[config.mk]
export PLATFORM = sky130hd
export DESIGN_NAME = spi_master_mc
export DESIGN_NICKNAME = d
export VERILOG_FILES = /design/src/rtl/spi_mc_pkg.sv /design/src/rtl/spi_clkgen.sv /design/src/rtl/spi_master_mc.sv
export SDC_FILE = /design/constraint.sdc
export NUM_CORES = 1
export LEC_CHECK = 0
export ABC_AREA = 1
export BUFFER_PORTS_ARGS = -buffer_cell sky130_fd_sc_hd__buf_4
export CAP_MARGIN = 20
export CELL_PAD_IN_SITES_DETAIL_PLACEMENT = 1
export CELL_PAD_IN_SITES_GLOBAL_PLACEMENT = 2
export CORE_ASPECT_RATIO = 0.8
export CORE_UTILIZATION = 33
export DETAILED_ROUTE_END_ITERATION = 16
export PLACE_DENSITY = 0.88
export SLEW_MARGIN = 20
export SYNTH_ARGS = -nofsm -noshare
export SYNTH_HDL_FRONTEND = slang
export SYNTH_SLANG_ARGS = --single-unit
export TNS_END_PERCENT = 20
[constraint.sdc]
create_clock -name clk -period 2.81 [get_ports clk]
set_clock_uncertainty 0.1 [all_clocks]
set_input_delay 0.281 -clock clk [delete_from_list [all_inputs] [get_ports clk]]
set_output_delay 0.281 -clock clk [all_outputs]
set_load 0.01 [all_outputs]
[src/rtl/spi_mc_pkg.sv]
// rtl/spi_mc_pkg.sv - shared register map, CTRL layout and FSM states for spi_master_mc
package spi_mc_pkg;

    localparam logic [1:0] REG_CTRL   = 2'd0;
    localparam logic [1:0] REG_DATA   = 2'd1;
    localparam logic [1:0] REG_STATUS = 2'd2;

    localparam int CTRL_DIV_LSB   = 0;
    localparam int CTRL_LEN_LSB   = 16;
    localparam int CTRL_CS_LSB    = 22;
    localparam int CTRL_CPOL_BIT  = 25;
    localparam int CTRL_CPHA_BIT  = 26;
    localparam int CTRL_IRQEN_BIT = 27;

    localparam int STAT_BUSY_BIT    = 0;
    localparam int STAT_DONE_BIT    = 1;
    localparam int STAT_OVERRUN_BIT = 2;

    // Field order mirrors the CTRL bit positions above, MSB first.
    typedef struct packed {
        logic [3:0]  rsvd;
        logic        irq_en;
        logic        cpha;
        logic        cpol;
        logic [2:0]  cs_idx;
        logic [5:0]  len;
        logic [15:0] div;
    } ctrl_t;

    typedef enum logic [2:0] {
        IDLE,
        SETUP,
        SHIFT,
        HOLD,
        DONE
    } state_t;

    // LEN of zero or beyond the shifter width selects the full shifter width.
    function automatic logic [5:0] eff_len(input logic [5:0] len, input logic [5:0] max_len);
        return (len == 6'd0 || len > max_len) ? max_len : len;
    endfunction

endpackage

[src/rtl/spi_clkgen.sv]
// rtl/spi_clkgen.sv - half-period timer producing tick and leading/trailing SCLK edge strobes
module spi_clkgen (
    input  logic        clk,
    input  logic        reset,
    input  logic        run,
    input  logic        shifting,
    input  logic [15:0] div,
    output logic        tick,
    output logic        lead,
    output logic        trail
);

    logic [15:0] cnt;
    logic        phase;

    // A tick marks the end of each half period of DIV+1 clocks.
    assign tick  = run && (cnt == div);
    assign lead  = tick && shifting && !phase;
    assign trail = tick && shifting && phase;

    // Half-period counter restarts on every tick and whenever the timer is idle.
    always_ff @(posedge clk) begin
        if (reset || !run || tick) begin
            cnt <= '0;
        end else begin
            cnt <= cnt + 16'd1;
        end
    end

    // Edge phase alternates leading/trailing only while SCLK is actually toggling.
    always_ff @(posedge clk) begin
        if (reset || !shifting) begin
            phase <= 1'b0;
        end else if (tick) begin
            phase <= ~phase;
        end
    end

endmodule

[src/rtl/spi_master_mc.sv]
// rtl/spi_master_mc.sv - bus-mapped multi-channel SPI master with selectable mode, length and divider
module spi_master_mc
    import spi_mc_pkg::*;
#(
    parameter int AddrWidth  = 15,
    parameter int BusWidth   = 32,
    parameter int DATA_WIDTH = 32,
    parameter int NUM_CS     = 4
) (
    input  logic                 clk,
    input  logic                 reset,
    input  logic                 sel,
    input  logic [AddrWidth-1:0] address,
    input  logic [BusWidth-1:0]  busdatain,
    output logic [BusWidth-1:0]  busdataout,
    input  logic                 write,
    input  logic                 read,
    output logic                 irq,
    output logic [NUM_CS-1:0]    spi_cs_n,
    output logic                 spi_sclk,
    output logic                 spi_mosi,
    input  logic                 spi_miso
);

    localparam logic [5:0] MaxLen = 6'(DATA_WIDTH);

    ctrl_t                 ctrl;
    state_t                state;
    state_t                state_d;
    logic [DATA_WIDTH-1:0] sh;
    logic [DATA_WIDTH-1:0] rx;
    logic [5:0]            len_l;
    logic [5:0]            len_e;
    logic [5:0]            bit_cnt;
    logic [2:0]            cs_l;
    logic                  cpha_l;
    logic [15:0]           div_l;
    logic                  done;
    logic                  overrun;
    logic                  samp;
    logic                  tick;
    logic                  lead;
    logic                  trail;
    logic                  wr;
    logic                  rd;
    logic                  busy;
    logic                  start;
    logic                  last_trail;
    logic                  cs_active;
    logic                  run;
    logic [1:0]            reg_addr;
    logic [BusWidth-1:0]   rd_val;
    logic                  unused_bus;

    assign unused_bus = ^{address, busdatain};

    assign reg_addr   = address[1:0];
    assign wr         = sel & write;
    assign rd         = sel & read;
    assign busy       = (state != IDLE);
    assign start      = wr && (reg_addr == REG_DATA) && !busy;
    assign len_e      = eff_len(ctrl.len, MaxLen);
    assign last_trail = trail && (bit_cnt == len_l - 6'd1);
    assign cs_active  = (state == SETUP) || (state == SHIFT) || (state == HOLD);
    assign run        = cs_active;
    assign irq        = done & ctrl.irq_en;

    spi_clkgen u_clkgen (
        .clk      (clk),
        .reset    (reset),
        .run      (run),
        .shifting (state == SHIFT),
        .div      (div_l),
        .tick     (tick),
        .lead     (lead),
        .trail    (trail)
    );

    // State register.
    always_ff @(posedge clk) begin
        if (reset) begin
            state <= IDLE;
        end else begin
            state <= state_d;
        end
    end

    // Next-state logic: each phase lasts whole half periods, DONE lasts one clock.
    always_comb begin
        state_d = state;
        case (state)
            IDLE:    if (start)      state_d = SETUP;
            SETUP:   if (tick)       state_d = SHIFT;
            SHIFT:   if (last_trail) state_d = HOLD;
            HOLD:    if (tick)       state_d = DONE;
            DONE:                    state_d = IDLE;
            default:                 state_d = IDLE;
        endcase
    end

    // Chip selects: only the latched index is driven low, and only while framing a transfer.
    always_comb begin
        spi_cs_n = '1;
        for (int i = 0; i < NUM_CS; i++) begin
            if (cs_active && (cs_l == i[2:0])) begin
                spi_cs_n[i] = 1'b0;
            end
        end
    end

    // CTRL register; writes while busy are dropped so a transfer in flight never changes.
    always_ff @(posedge clk) begin
        if (reset) begin
            ctrl <= '0;
        end else if (wr && (reg_addr == REG_CTRL) && !busy) begin
            ctrl <= ctrl_t'({4'b0000, busdatain[27:0]});
        end
    end

    // Status flags; a start beats a done-clear, and a completing transfer beats a done-clear.
    always_ff @(posedge clk) begin
        if (reset) begin
            done    <= 1'b0;
            overrun <= 1'b0;
        end else begin
            if (wr && (reg_addr == REG_STATUS)) begin
                if (busdatain[STAT_DONE_BIT]) begin
                    done <= 1'b0;
                end
                if (busdatain[STAT_OVERRUN_BIT]) begin
                    overrun <= 1'b0;
                end
            end
            if (wr && busy && ((reg_addr == REG_CTRL) || (reg_addr == REG_DATA))) begin
                overrun <= 1'b1;
            end
            if (start) begin
                done <= 1'b0;
            end
            if (state == DONE) begin
                done <= 1'b1;
            end
        end
    end

    // Shift datapath: tx is left-aligned so the MSB of the active word is always sh[top],
    // and received bits enter at the bottom so rx ends up right-aligned and zero-extended.
    always_ff @(posedge clk) begin
        if (reset) begin
            sh       <= '0;
            rx       <= '0;
            len_l    <= '0;
            cs_l     <= '0;
            cpha_l   <= 1'b0;
            div_l    <= '0;
            bit_cnt  <= '0;
            samp     <= 1'b0;
            spi_mosi <= 1'b0;
        end else begin
            if (start) begin
                sh      <= busdatain[DATA_WIDTH-1:0] << (MaxLen - len_e);
                len_l   <= len_e;
                cs_l    <= ctrl.cs_idx;
                cpha_l  <= ctrl.cpha;
                div_l   <= ctrl.div;
                bit_cnt <= '0;
            end
            if ((state == SETUP) && !cpha_l) begin
                spi_mosi <= sh[DATA_WIDTH-1];
            end
            if (lead) begin
                if (cpha_l) begin
                    spi_mosi <= sh[DATA_WIDTH-1];
                end else begin
                    samp <= spi_miso;
                end
            end
            if (trail) begin
                bit_cnt <= bit_cnt + 6'd1;
                sh      <= {sh[DATA_WIDTH-2:0], cpha_l ? spi_miso : samp};
                if (!cpha_l && !last_trail) begin
                    spi_mosi <= sh[DATA_WIDTH-2];
                end
            end
            if (state == DONE) begin
                rx <= sh;
            end
        end
    end

    // SCLK toggles on every half-period tick in SHIFT and rests at CPOL otherwise.
    always_ff @(posedge clk) begin
        if (reset) begin
            spi_sclk <= 1'b0;
        end else if (state == SHIFT) begin
            if (tick) begin
                spi_sclk <= ~spi_sclk;
            end
        end else begin
            spi_sclk <= ctrl.cpol;
        end
    end

    // Read mux for the register map; unused bits read as zero.
    always_comb begin
        rd_val = '0;
        case (reg_addr)
            REG_CTRL:   rd_val[31:0]           = ctrl;
            REG_DATA:   rd_val[DATA_WIDTH-1:0] = rx;
            REG_STATUS: rd_val[2:0]            = {overrun, done, busy};
            default:    rd_val                 = '0;
        endcase
    end

    // Registered read data, held between reads.
    always_ff @(posedge clk) begin
        if (reset) begin
            busdataout <= '0;
        end else if (rd) begin
            busdataout <= rd_val;
        end
    end

endmodule

# Word level (Yosys, flattened, before mapping)
# Cells that the tools add are included.
# word_totals
wordCells	126
reg_bits	181
in_bits	53
# op_classes
bitwise_logic	6
shift	1
add_sub_neg	4
n_reduce_logical	45
n_lt_le_gt_ge	1
eq_ne	16
mux	31
# ops
cell	n
$mux 32	2
$pmux 29 s2	1
$shl 32x6->32	1
$mux 1	19
$logic_and 1x1->1	18
$mux 6	3
$add 16x1->16 const B	1
$eq 16x16->1	1
$eq 3x2->1 const B	4
$mux 3	4
$pmux 3 s4	1
$pmux 3 s3	1
$reduce_bool 3->1	3
$logic_or 1x1->1	7
$add 6x1->6 const B	1
$eq 3x1->1 const B	2
$eq 6x6->1	1
$gt 6x6->1 const B	1
$logic_not 1->1	6
$logic_not 3->1	2
$logic_not 6->1	1
$ne 2x2->1 const B	3
$reduce_and 2->1	3
$reduce_bool 2->1	3
10 further kinds	15

# Longest topological paths before layout
# Gate-level depths: netlist of run 1.
# depth
depth_word	11
ltp_mapped	18
ltp_nobuf	16

# Cells and area by module
# A second synthesis of run 1 with hierarchy kept.
# hier_totals
cells_unflattened	1404
area_unflattened_um2	9364.0
# modules_own_cells
mod	seq_area_each_um2	cells_each	area_each_um2	n_inst
spi_master_mc	3283.1	1228	8224.1	1
spi_clkgen	340.3	176	1139.8	1

# Worst setup path before layout of run 1
# Ideal clock, no wire load.
# synth_path
path_type	reg-to-reg
from	register ctrl[18] in the netlist's numbering
to	register sh[28]
required_ps	2582
arrival_time_ps	2230
synth_period_minus_slack_ps	2458
path_slack_ps	352
path_stages_with_launch	14
setup_ps	128
path_cell_list	dfxtp_1 > nor2_1 > nand3_1 > nor2_1 > o21ai_0 > ha_1 > nand3_1 > xor2_2 > inv_2 > buf_6 > nand3_1 > a21oi_1 > nor2_1 > nor2_1
# synth_between
elab_chain_cells	7
word_cells_on_any_way	8
classes_between	add/sub (1); order compare (1); shift (1); mux (3); reduce/logical (2)
# synth_lines
item	line_no	source
start, declared	spi_master_mc.sv:27	ctrl_t ctrl;
start signal, assigned	spi_master_mc.sv:116	ctrl <= ctrl_t'({4'b0000, busdatain[27:0]});
$gt 6x6->1 / $logic_not 6->1 (equally long branches)	spi_mc_pkg.sv:40	return (len == 6'd0 || len > max_len) ? max_len : len;
$logic_or 1x1->1	spi_mc_pkg.sv:40	
$mux 6 (*)	spi_mc_pkg.sv:40	
$sub 6x6->6 (*)	spi_master_mc.sv:161	sh <= busdatain[DATA_WIDTH-1:0] << (MaxLen - len_e);
$shl 32x6->32 (*)	spi_master_mc.sv:161	
$mux 32 (*)	spi_master_mc.sv:160	if (start) begin
$mux 32 (*)	spi_master_mc.sv:178	if (trail) begin
end signal, assigned	spi_master_mc.sv:161	
end signal, assigned	spi_master_mc.sv:180	sh <= {sh[DATA_WIDTH-2:0], cpha_l ? spi_miso : samp};
end, declared	spi_master_mc.sv:30	logic [DATA_WIDTH-1:0] sh;
# Every way passes the cells marked *; elsewhere a longest branch is shown, timed or not. The select of a mux whose other input is x is not followed.
# A chain may end at the register's enable or synchronous reset.

# Final worst setup path of run 1
# layout_path
from	register ctrl[20] in the netlist's numbering
to	register sh[31]
# Same word-level chain as after synthesis.

==> impl_metrics.yaml, run 1 <==
finish:
  share_of_cells_above_drive_strength_1: 0.1144
  num_antenna_cells: 0
  final_core_utilization: 0.3978
  fillerInstances: 3747
  area_growth_pct: 16.73
  num-nets-final: 1636
timing:
  max_freq_mhz: 391.5
  finalHoldViolCount: 0
  post-route-min-period_ns: 2.554
  timing.final.max_slew_violations: 0
  final-setup-viol-count: 0
  period_share: 0.9090
  max_slew.worst_pin.slew_ns: 0.8660
  worst_hold_slack_ns: 0.01170
  maxSlewHeadroom: 0.4218
  grt_setup_unrepaired: "no"
grt:
  grt_first_pass_wirelength_microns: 57010
  pin_count_of_the_biggest_net_entering_global_routing: 65
  grt-ovfl-total: 0
  initial_antenna_violation_count: 0
  first_global_vias: 10076
  grt_util_all_layers: 0.2423
setup_path:
  arrival_ns: 2.75
  cp.required_ns: 3.01
  start_kind: "register"
  endpoint_kind: "register"
  worstPathMaxFanout: 30
  critPathKind: "register to register"
routing:
  routed_met2_length_microns: 15680
  detail_route.wirelength.met1_microns: 18370
  detailroute.via_count: 10323
  dr.pass1.iters: 5
  drt.antenna.violating_nets: 0
  drcViolationCount: 0
  routed_wirelength_microns: 36050
  met3WireLength_microns: 1706
  vias_per_cell: 5.264
  maxUsedRoutingLayer: "met4"
  post_drt_wl_per_cell_microns: 18.38
  drt_iter0_drc: 579
pwr:
  ir_worst_vdd_mv: 0.3720
  pwr_density_cell_nw_per_um2: 647.9
  power.total_mw: 7.397
  p_leak_nw: 5.001
yosys:
  synthCells: 1530
  yosys-top-cells-area: "sky130_fd_sc_hd__dfxtp_1 37%, sky130_fd_sc_hd__nand2_1 15%, sky130_fd_sc_hd__nand3_1 12%"
  async_reset_ff_frac: 0
  cell_accounting_for_the_most_synthesized_area: "sky130_fd_sc_hd__dfxtp_1"
  synthMostInstantiatedCell: "sky130_fd_sc_hd__nand2_1"
  yosys_register_bits: 181
  synth_area_sq_um: 9779
  post_synth_most_frequent_cells: "385 x sky130_fd_sc_hd__nand2_1, 238 x sky130_fd_sc_hd__nor2_1, 234 x sky130_fd_sc_hd__nand3_1"
  synth.distinct_cells: 40
  synth_edf_count: 0
  synth_top_flop_cell: "sky130_fd_sc_hd__dfxtp_1"
  syn_avg_cell_area_sq_um: 6.392
  synth.yosys.warnings: 0
  yosys_top_cell_area_share: 0.3705
  ys_seq_area_frac: 0.3705
  syn_nets: 1587
cts:
  clockBufferDepth: 2
  clkTransAtPathRegs_ns: 0.07
  cts_htree_levels: 4
  worst_skew_pair.late_latency_ns: 0.44
  clock_tree.root_cell: "sky130_fd_sc_hd__clkbuf_16"
  cts_sinks: 181
  numCtsBuffers: 17
  tritoncts: "done"
floorplanning:
  die-height_microns: 156.0
  fp.dieArea_sq_um: 30330
  design.portCount: 92
  row_count: 55
  core_area_sq_um: 28700
  floorplan.die.width_microns: 194.5
  floorplan.initialDensity: 0.3408
min_path:
  hold_path.class: "primary input to register"
status:
  run_status: "finished, final reports clean"
place:
  gpl.final_weighted_congestion: 0.9182
  io_buffer_count: 78
  dpl_wire_length_microns: 26870
run:
  max_cap_violations: 0
-- power breakdown --
part,total [mW],internal [mW],leakage (nW),switching (mW)
registers,2.80,2.69,1.47,0.115
logic,1.95,0.631,3.22,1.32
clock network,2.65,1.54,0.313,1.10
total,7.40,4.86,5.00,2.54
-- cell families after synthesis --
logic type,Yosys count,synth area share
flip-flops,181,0.3705
AO/OA/AOI/OAI,218,0.1181
buffers and inverters,199,0.08649
AND/OR/NAND/NOR,910,0.3987
XOR/XNOR,18,0.02111
adder cells (fa/ha/maj),4,0.005118
-- repair_timing --
item                       in CTS  in global routing
pin swaps                       0                  0
gates resized for setup         1                  3
setup endpoints to repair       7                 29
hold buffers                    0                  0
buffers inserted                0                  0
-- layout make-up --
class                           instances  area, sq um  share of cell area
Clock buffer                           20        456.7             0.04000
Clock inverter                         11        172.7             0.01513
Multi-Input combinational cell       1150         5324              0.4664
Sequential cell                       181         3623              0.3174
Tap cell                              370        462.9             0.04055
Timing Repair Buffer                  117        953.4             0.08352
Inverter                              112        422.9             0.03705
-- state kept, by name, summed over array words and instances, names as in the netlist --
signal and cells:
len_l 6, cpha_l 1, spi_sclk 1, u_clkgen.phase 1
u_clkgen.cnt 16, div_l 16, overrun 1, spi_mosi 1
ctrl 28, rx 32, done 1, cs_l 3
samp 1, state 3, bit_cnt 6, sh 32
busdataout 32
-- cells in the final DEF, fill, tap and decap left out, types with 3 or more instances in the layout --
cell type / instances
sky130_fd_sc_hd__clkinv_2: 3
sky130_fd_sc_hd__nand2_1: 385
sky130_fd_sc_hd__nand4_1: 21
sky130_fd_sc_hd__ha_1: 3
sky130_fd_sc_hd__xnor2_1: 3
sky130_fd_sc_hd__o211ai_1: 21
sky130_fd_sc_hd__clkbuf_16: 17
sky130_fd_sc_hd__buf_4: 111
sky130_fd_sc_hd__nor2_1: 237
sky130_fd_sc_hd__o21ai_0: 107
sky130_fd_sc_hd__nand3_2: 4
sky130_fd_sc_hd__xor2_1: 10
sky130_fd_sc_hd__a21oi_1: 83
sky130_fd_sc_hd__nand2_2: 3
sky130_fd_sc_hd__nor3_2: 3
sky130_fd_sc_hd__inv_1: 104
sky130_fd_sc_hd__buf_12: 6
sky130_fd_sc_hd__nand3_1: 234
sky130_fd_sc_hd__nor3_1: 6
sky130_fd_sc_hd__inv_2: 6
sky130_fd_sc_hd__nor2_2: 4
sky130_fd_sc_hd__bufinv_16: 4
sky130_fd_sc_hd__dfxtp_1: 181
-- metrics by stage --
step / area, sq um / std cells / setup TNS (ns) / setup slack [ns]
after CTS: 11410 / 1961 / 0 / 0.01807
after floorplan: 9779 / 1530 / 0 / 0.3522
final: 11420 / 1961 / 0 / 0.2558
after global routing: 11420 / 1961 / 0 / 0.01199
after global placement: 10780 / 1930 / 0 / 0.09373
after detailed placement: 10780 / 1930 / -0.05445 / -0.01912
-- per-layer routing --
layer | track usage | up-vias
li1 | - | 5076
met1 | 0.3509 | 5007
met5 | 0 | -
met3 | 0.03848 | 21
met4 | 0.04573 | 0
met2 | 0.3782 | 219
-- worst max-delay path, stage by stage, from the launching register on --
cell	delay (ns)
sky130_fd_sc_hd__dfxtp_1	0.33
sky130_fd_sc_hd__inv_1	0.10
sky130_fd_sc_hd__nand3_1	0.10
sky130_fd_sc_hd__nand2_1	0.07
sky130_fd_sc_hd__inv_1	0.05
sky130_fd_sc_hd__o21ai_2	0.15
sky130_fd_sc_hd__ha_2	0.32
sky130_fd_sc_hd__inv_1	0.10
sky130_fd_sc_hd__buf_12	0.18
sky130_fd_sc_hd__nand3_1	0.11
sky130_fd_sc_hd__nand3_1	0.11
sky130_fd_sc_hd__nand2_1	0.06
sky130_fd_sc_hd__nand2_1	0.11
sky130_fd_sc_hd__nand3_1	0.11
sky130_fd_sc_hd__nand2_1	0.15
sky130_fd_sc_hd__nor2_1	0.06
sky130_fd_sc_hd__nor2_1	0.11
sky130_fd_sc_hd__nor2_1	0.05
-- final timing paths --
kind / from / end / slack [ns] / cells past startpoint
setup reg to reg: ctrl[20] / sh[31] / 0.26 / 17
hold / removal: busdatain[7] / ctrl[7] / 0.01 / 3
setup / recovery: ctrl[20] / sh[31] / 0.26 / 17
hold reg to reg: rx[29] / busdataout[29] / 0.36 / 2
Note: power is estimated with default switching activity, not from simulation.
==> inputs of run 2 (changes only) <==
Settings changed: ABC_AREA 1 to unset, CORE_UTILIZATION 33 to 36.
==> run 2 against run 1 <==
Utilization rose by 5.0 points. Clock power fell by 6%. First-iteration DRC count rose by 31%. Synthesized cell count fell by 24%. Non-clock buffer count rose by 32. Power fell by 21%. Highest routed layer unchanged. Cell count fell by 18%. Sequential power fell by 6%. Largest cell class unchanged. Hold slack got worse by 0.0063 ns. Die area fell by 12%. Sequential share of layout area rose by 0.081 points. Critical path depth fell by 7.
==> impl_metrics.yaml, run 2 <==
cts:
  numCtsBuffers: 17
  cts_htree_levels: 4
  cts_sinks: 181
  clockBufferDepth: 2
  clock_tree.root_cell: "sky130_fd_sc_hd__clkbuf_16"
  clkTransAtPathRegs_ns: 0.09
  worst_skew_pair.late_latency_ns: 0.45
  tritoncts: "done"
yosys:
  ys_seq_area_frac: 0.3859
  synth.distinct_cells: 72
  synth.yosys.warnings: 0
  async_reset_ff_frac: 0
  syn_avg_cell_area_sq_um: 8.101
  synthCells: 1159
  synthMostInstantiatedCell: "sky130_fd_sc_hd__nand2_1"
  synth_area_sq_um: 9389
  synth_top_flop_cell: "sky130_fd_sc_hd__dfxtp_1"
  syn_nets: 1216
  post_synth_most_frequent_cells: "247 x sky130_fd_sc_hd__nand2_1, 181 x sky130_fd_sc_hd__dfxtp_1, 125 x sky130_fd_sc_hd__a21oi_1"
  yosys_top_cell_area_share: 0.3859
  cell_accounting_for_the_most_synthesized_area: "sky130_fd_sc_hd__dfxtp_1"
  synth_edf_count: 0
  yosys-top-cells-area: "sky130_fd_sc_hd__dfxtp_1 39%, sky130_fd_sc_hd__nand2_1 9.9%, sky130_fd_sc_hd__a21oi_1 6.7%"
  yosys_register_bits: 181
setup_path:
  r2r_setup_slack_ns: 0.04
  path_common_cell: "sky130_fd_sc_hd__a21oi_1"
  cp.required_ns: 3.02
  critical_path.n_buffers_inverters: 2
  cp_cell_sequence: "and2b_2 -> inv_4 -> ha_4 -> xnor2_4 -> buf_4 -> a21oi_1 -> a211o_1 -> a221o_1 -> a221oi_2 -> a21oi_1"
  timing.rr.start: "ctrl[21]"
  endpoint_kind: "register"
  crit_path_top_delay_cell: "sky130_fd_sc_hd__a221o_1"
  rr_worst_depth: 10
  arrival_ns: 2.98
  start_kind: "register"
  crit_family: "compound AO/OA/AOI/OAI gates"
  regToRegEndpoint: "sh[28]"
  worstPathMaxFanout: 6
  critPathKind: "register to register"
  crit_path_max_incr_delay_ns: 0.41
min_path:
  hold_path_startpoint: "busdatain[16]"
  min_to: "ctrl[16]"
  timing.hold.worst_path_depth: 3
  hold_path.class: "primary input to register"
pwr:
  p_leak_nw: 4.275
  power.total_mw: 5.838
  pwr_density_cell_nw_per_um2: 512.5
  ir_worst_vdd_mv: 0.3115
timing:
  max_slew.worst_pin.slew_ns: 0.7642
  final_ws_setup_ns: 0.04211
  post-route-min-period_ns: 2.768
  final-setup-viol-count: 0
  finalHoldViolCount: 0
  worst_hold_slack_ns: 0.005411
  maxSlewHeadroom: 0.4887
  timing.final.max_slew_violations: 0
  grt_setup_unrepaired: "yes"
  period_share: 0.9850
  max_freq_mhz: 361.3
routing:
  routed_wirelength_microns: 34990
  drt_iter0_drc: 759
  post_drt_wl_per_cell_microns: 21.80
  dr.pass1.iters: 5
  drt.antenna.violating_nets: 0
  drcViolationCount: 0
  detailroute.via_count: 9159
  vias_per_cell: 5.707
grt:
  initial_antenna_violation_count: 0
  grt-ovfl-total: 0
  pin_count_of_the_biggest_net_entering_global_routing: 137
  grt_util_all_layers: 0.2653
  first_global_vias: 9088
  grt_first_pass_wirelength_microns: 54000
floorplanning:
  row_count: 52
  fp.dieArea_sq_um: 26730
  die-height_microns: 146.4
  design.portCount: 92
  core_area_sq_um: 25440
  floorplan.die.width_microns: 182.6
  floorplan.initialDensity: 0.3691
place:
  dpl_wire_length_microns: 25460
  gpl.final_weighted_congestion: 0.9313
  io_buffer_count: 78
  detailedPlace.worstSlack_ns: 0.02608
finish:
  area_growth_pct: 21.32
  final_common_cell: "sky130_fd_sc_hd__nand2_1"
  mostFrequentLayoutCells: "247 x sky130_fd_sc_hd__nand2_1, 180 x sky130_fd_sc_hd__dfxtp_1, 145 x sky130_fd_sc_hd__buf_4"
  top_regs: "busdataout x32, rx x32, sh x32"
  num_antenna_cells: 0
  share_of_cells_above_drive_strength_1: 0.2161
  num-nets-final: 1298
run:
  max_cap_violations: 0
status:
  run_status: "finished, final reports clean"
[run 2: cell count changes after synthesis, sizes merged, moves of 32 or more]
cell   before  now
a21oi      83  125
a22oi       0   32
inv       111   15
mux2        0   38
mux2i       0   32
nand2     391  247
nand3     238   51
nor2      242  100
o21ai     109   14
[run 2: worst max-delay path by stage]
stage / start / endpoint / cells after the start
6_report: ctrl[21] / sh[28] / 10
5_1_grt: ctrl[21] / sh[28] / 10
3_3_place_gp: ctrl[21] / sh[25] / 9
2_1_floorplan: ctrl[21] / sh[25] / 12
3_5_place_dp: ctrl[21] / sh[31] / 10
4_1_cts: ctrl[21] / sh[31] / 10
[run 2: layout make-up]
cell class	count	area (sq um)
clock inverter	15	188.9
clock buffer	17	425.4
multi-input combinational	877	5485
fill	3038	14050
timing repair buffer	149	1169
sequential	181	3625
inverter	15	58.81
tap	351	439.2
[run 2: report_power, final]
group | switching (mW) | internal, mW | total, mW
sequential | 0.0287 | 2.59 | 2.62
clock | 1.21 | 1.29 | 2.50
combinational | 0.438 | 0.285 | 0.722
total | 1.68 | 4.16 | 5.84
[run 2: stage by stage]
step | TNS (ns) | area [sq um] | utilization | instances
final | 0 | 11390 | 0.4478 | 1605
after global routing | -0.1284 | 11390 | 0.4478 | 1605
after CTS | 0 | 11330 | 0.4452 | 1603
after detailed placement | 0 | 10710 | 0.4211 | 1571
after global placement | 0 | 10710 | 0.4211 | 1571
after floorplan | -1.279 | 9488 | - | 1159
[run 2: logic make-up (layout without fill, tap and decap cells)]
logic type,Yosys count,count (layout),synth area share
AND/OR/NAND/NOR,495,495,0.2336
AO/OA/AOI/OAI,243,243,0.1595
flip-flops,181,181,0.3859
buffers and inverters,101,196,0.04398
multiplexers,90,90,0.1281
XOR/XNOR,45,45,0.04358
adder cells (fa/ha/maj),4,4,0.005331
[run 2: per-layer routing]
layer / track usage / wire (microns)
met2: 0.3866 / 14920
met5: 0 / 0
met1: 0.3794 / 16460
met4: 0.08908 / 867
met3: 0.06436 / 2739
[run 2: what timing repair did]
item	4_1_cts	5_1_grt
hold endpoints to repair	0	0
endpoints found under the setup margin	1	13
hold buffers	0	0
pin swaps	1	1
resized for setup	0	12
setup buffers	0	2
[run 2: worst reg2reg max path, stage by stage, from the launching register on]
cell and delay (ns):
sky130_fd_sc_hd__dfxtp_2 0.34, sky130_fd_sc_hd__and2b_2 0.24, sky130_fd_sc_hd__inv_4 0.04, sky130_fd_sc_hd__ha_4 0.19, sky130_fd_sc_hd__xnor2_4 0.27, sky130_fd_sc_hd__buf_4 0.22, sky130_fd_sc_hd__a21oi_1 0.06, sky130_fd_sc_hd__a211o_1 0.38
sky130_fd_sc_hd__a221o_1 0.41, sky130_fd_sc_hd__a221oi_2 0.26, sky130_fd_sc_hd__a21oi_1 0.11
==> inputs of run 3 (changes only) <==
Settings changed: CORE_ASPECT_RATIO 0.8 to 1.1.
==> run 3 against run 2 <==
Clock power about the same. Highest routed layer is now met5. Non-clock buffer count unchanged. Critical path depth increased by 1.
==> impl_metrics.yaml, run 3 (same netlist as run 2, synthesis figures left out) <==
status:
  run_status: "finished, final reports clean"
finish:
  num_antenna_cells: 0
  top_regs: "busdataout x32, rx x32, sh x32"
  stdcell_count: 1600
  final_core_utilization: 0.4490
  final_common_cell: "sky130_fd_sc_hd__nand2_1"
  mostFrequentLayoutCells: "247 x sky130_fd_sc_hd__nand2_1, 180 x sky130_fd_sc_hd__dfxtp_1, 137 x sky130_fd_sc_hd__buf_4"
  share_of_cells_above_drive_strength_1: 0.2113
  num-nets-final: 1298
  area_growth_pct: 21.55
  final_design_area_no_fill_sq_um: 11410
setup_path:
  cp_cell_sequence: "and2b_2 -> inv_4 -> ha_4 -> xor2_4 -> buf_12 -> buf_6 -> mux2_4 -> o211a_1 -> o2bb2ai_2 -> nor3_1 -> or3_1"
  rr_worst_depth: 11
  crit_cells: 11
  r2r_setup_slack_ns: 0.04
  crit_path_top_delay_cell: "sky130_fd_sc_hd__dfxtp_2"
  start_kind: "register"
  crit_family: "simple AND/OR/NAND/NOR gates"
  endpoint_kind: "register"
  arrival_ns: 2.99
  cp.required_ns: 3.03
  critPathKind: "register to register"
  crit_path_max_incr_delay_ns: 0.35
  critical_path.n_buffers_inverters: 3
  worstPathMaxFanout: 23
routing:
  met3WireLength_microns: 1397
  maxUsedRoutingLayer: "met5"
  dr.pass1.iters: 5
  vias_per_cell: 5.619
  drt_iter0_drc: 574
  detailroute.via_count: 8990
  routed_met2_length_microns: 16390
  drt.antenna.violating_nets: 0
  detail_route.wirelength.met1_microns: 14300
  routed_wirelength_microns: 33370
  post_drt_wl_per_cell_microns: 20.86
  drcViolationCount: 0
cts:
  clockBufferDepth: 2
  cts_sinks: 181
  clkTransAtPathRegs_ns: 0.08
  worst_skew_pair.late_latency_ns: 0.45
  tritoncts: "done"
  numCtsBuffers: 17
  cts_htree_levels: 4
  clock_tree.root_cell: "sky130_fd_sc_hd__clkbuf_16"
  cts.repair_timing.setup_buffer_count: 0
place:
  io_buffer_count: 78
  post_place_cell_area_sq_um: 10710
  gpl.final_weighted_congestion: 0.9231
  placed_cells: 1563
  dpl_wire_length_microns: 24770
  detailedPlace.worstSlack_ns: 0.04841
timing:
  post-route-min-period_ns: 2.772
  maxSlewHeadroom: 0.3670
  max_slew.worst_pin.slew_ns: 0.9494
  final-setup-viol-count: 0
  setup-tns-final_ns: 0
  final_ws_setup_ns: 0.03847
  max_freq_mhz: 360.8
  grt_setup_unrepaired: "yes"
  timing.final.max_slew_violations: 0
  finalHoldViolCount: 0
  worst_hold_slack_ns: 0.01266
  period_share: 0.9863
grt:
  grt_first_pass_wirelength_microns: 51780
  initial_antenna_violation_count: 1
  first_global_vias: 8916
  grt_util_all_layers: 0.2567
  grt-ovfl-total: 0
  pin_count_of_the_biggest_net_entering_global_routing: 92
min_path:
  timing.hold.worst_path_depth: 3
  hold_path.class: "primary input to register"
run:
  max_cap_violations: 0
floorplanning:
  fp.dieArea_sq_um: 26730
  floorplan.initialDensity: 0.3694
  die-height_microns: 171.4
  core_area_sq_um: 25420
  row_count: 61
  design.portCount: 92
  floorplan.die.width_microns: 156.0
pwr:
  p_leak_nw: 4.298
  pwr_density_cell_nw_per_um2: 508.1
  ir_worst_vdd_mv: 0.2532
  power.total_mw: 5.799
[run 3: cell count changes in the layout (fill, tap and decap cells not counted), sizes merged]
cell	before	now
bufinv	1	0
clkinvlp	1	0
clkbuf	17	18
dlygate4sd3	0	5
inv	21	22
buf	149	144
[run 3: layer usage]
layer / vias up / GRT usage
met2: 262 / 0.4387
met4: 2 / 0.1108
li1: 4229 / -
met5: - / 0
met1: 4432 / 0.3242
met3: 65 / 0.03250
[run 3: layout make-up]
type,count,area [sq um]
clock buffers,18,439.2
clock inverters,14,177.7
fillers,3056,14000
inverters,15,58.81
multi-input cells,877,5469
flip-flops and latches,181,3625
well taps,346,432.9
repair buffers,149,1210
[run 3: worst reg2reg max path, delay by kind of cell (launching register included)]
kind            cells  cell delay, ns
mux                 1            0.31
xor+xnor            1            0.18
flops               1            0.35
simple gates        3            0.65
fa+ha+maj           1            0.22
compound gates      2            0.41
buf+inv             3            0.44
[run 3: repair_timing]
item,CTS,global route
endpoints found under the hold margin,5,0
gates resized for setup,0,10
hold buffers,5,0
setup endpoints to repair,0,15
[run 3: report_power, final]
group	internal [mW]	total (mW)	leakage, nW	switching [mW]
Clock	1.24	2.47	0.300	1.23
Sequential	2.59	2.62	1.46	0.0324
Combinational	0.292	0.711	2.54	0.419
[run 3: final timing paths]
kind | from | to
worst max-delay path | ctrl[21] | sh[23]
worst min-delay path | busdatain[22] | ctrl[22]
worst max register to register | ctrl[21] | sh[23]
worst min register to register | rx[6] | rx[6]
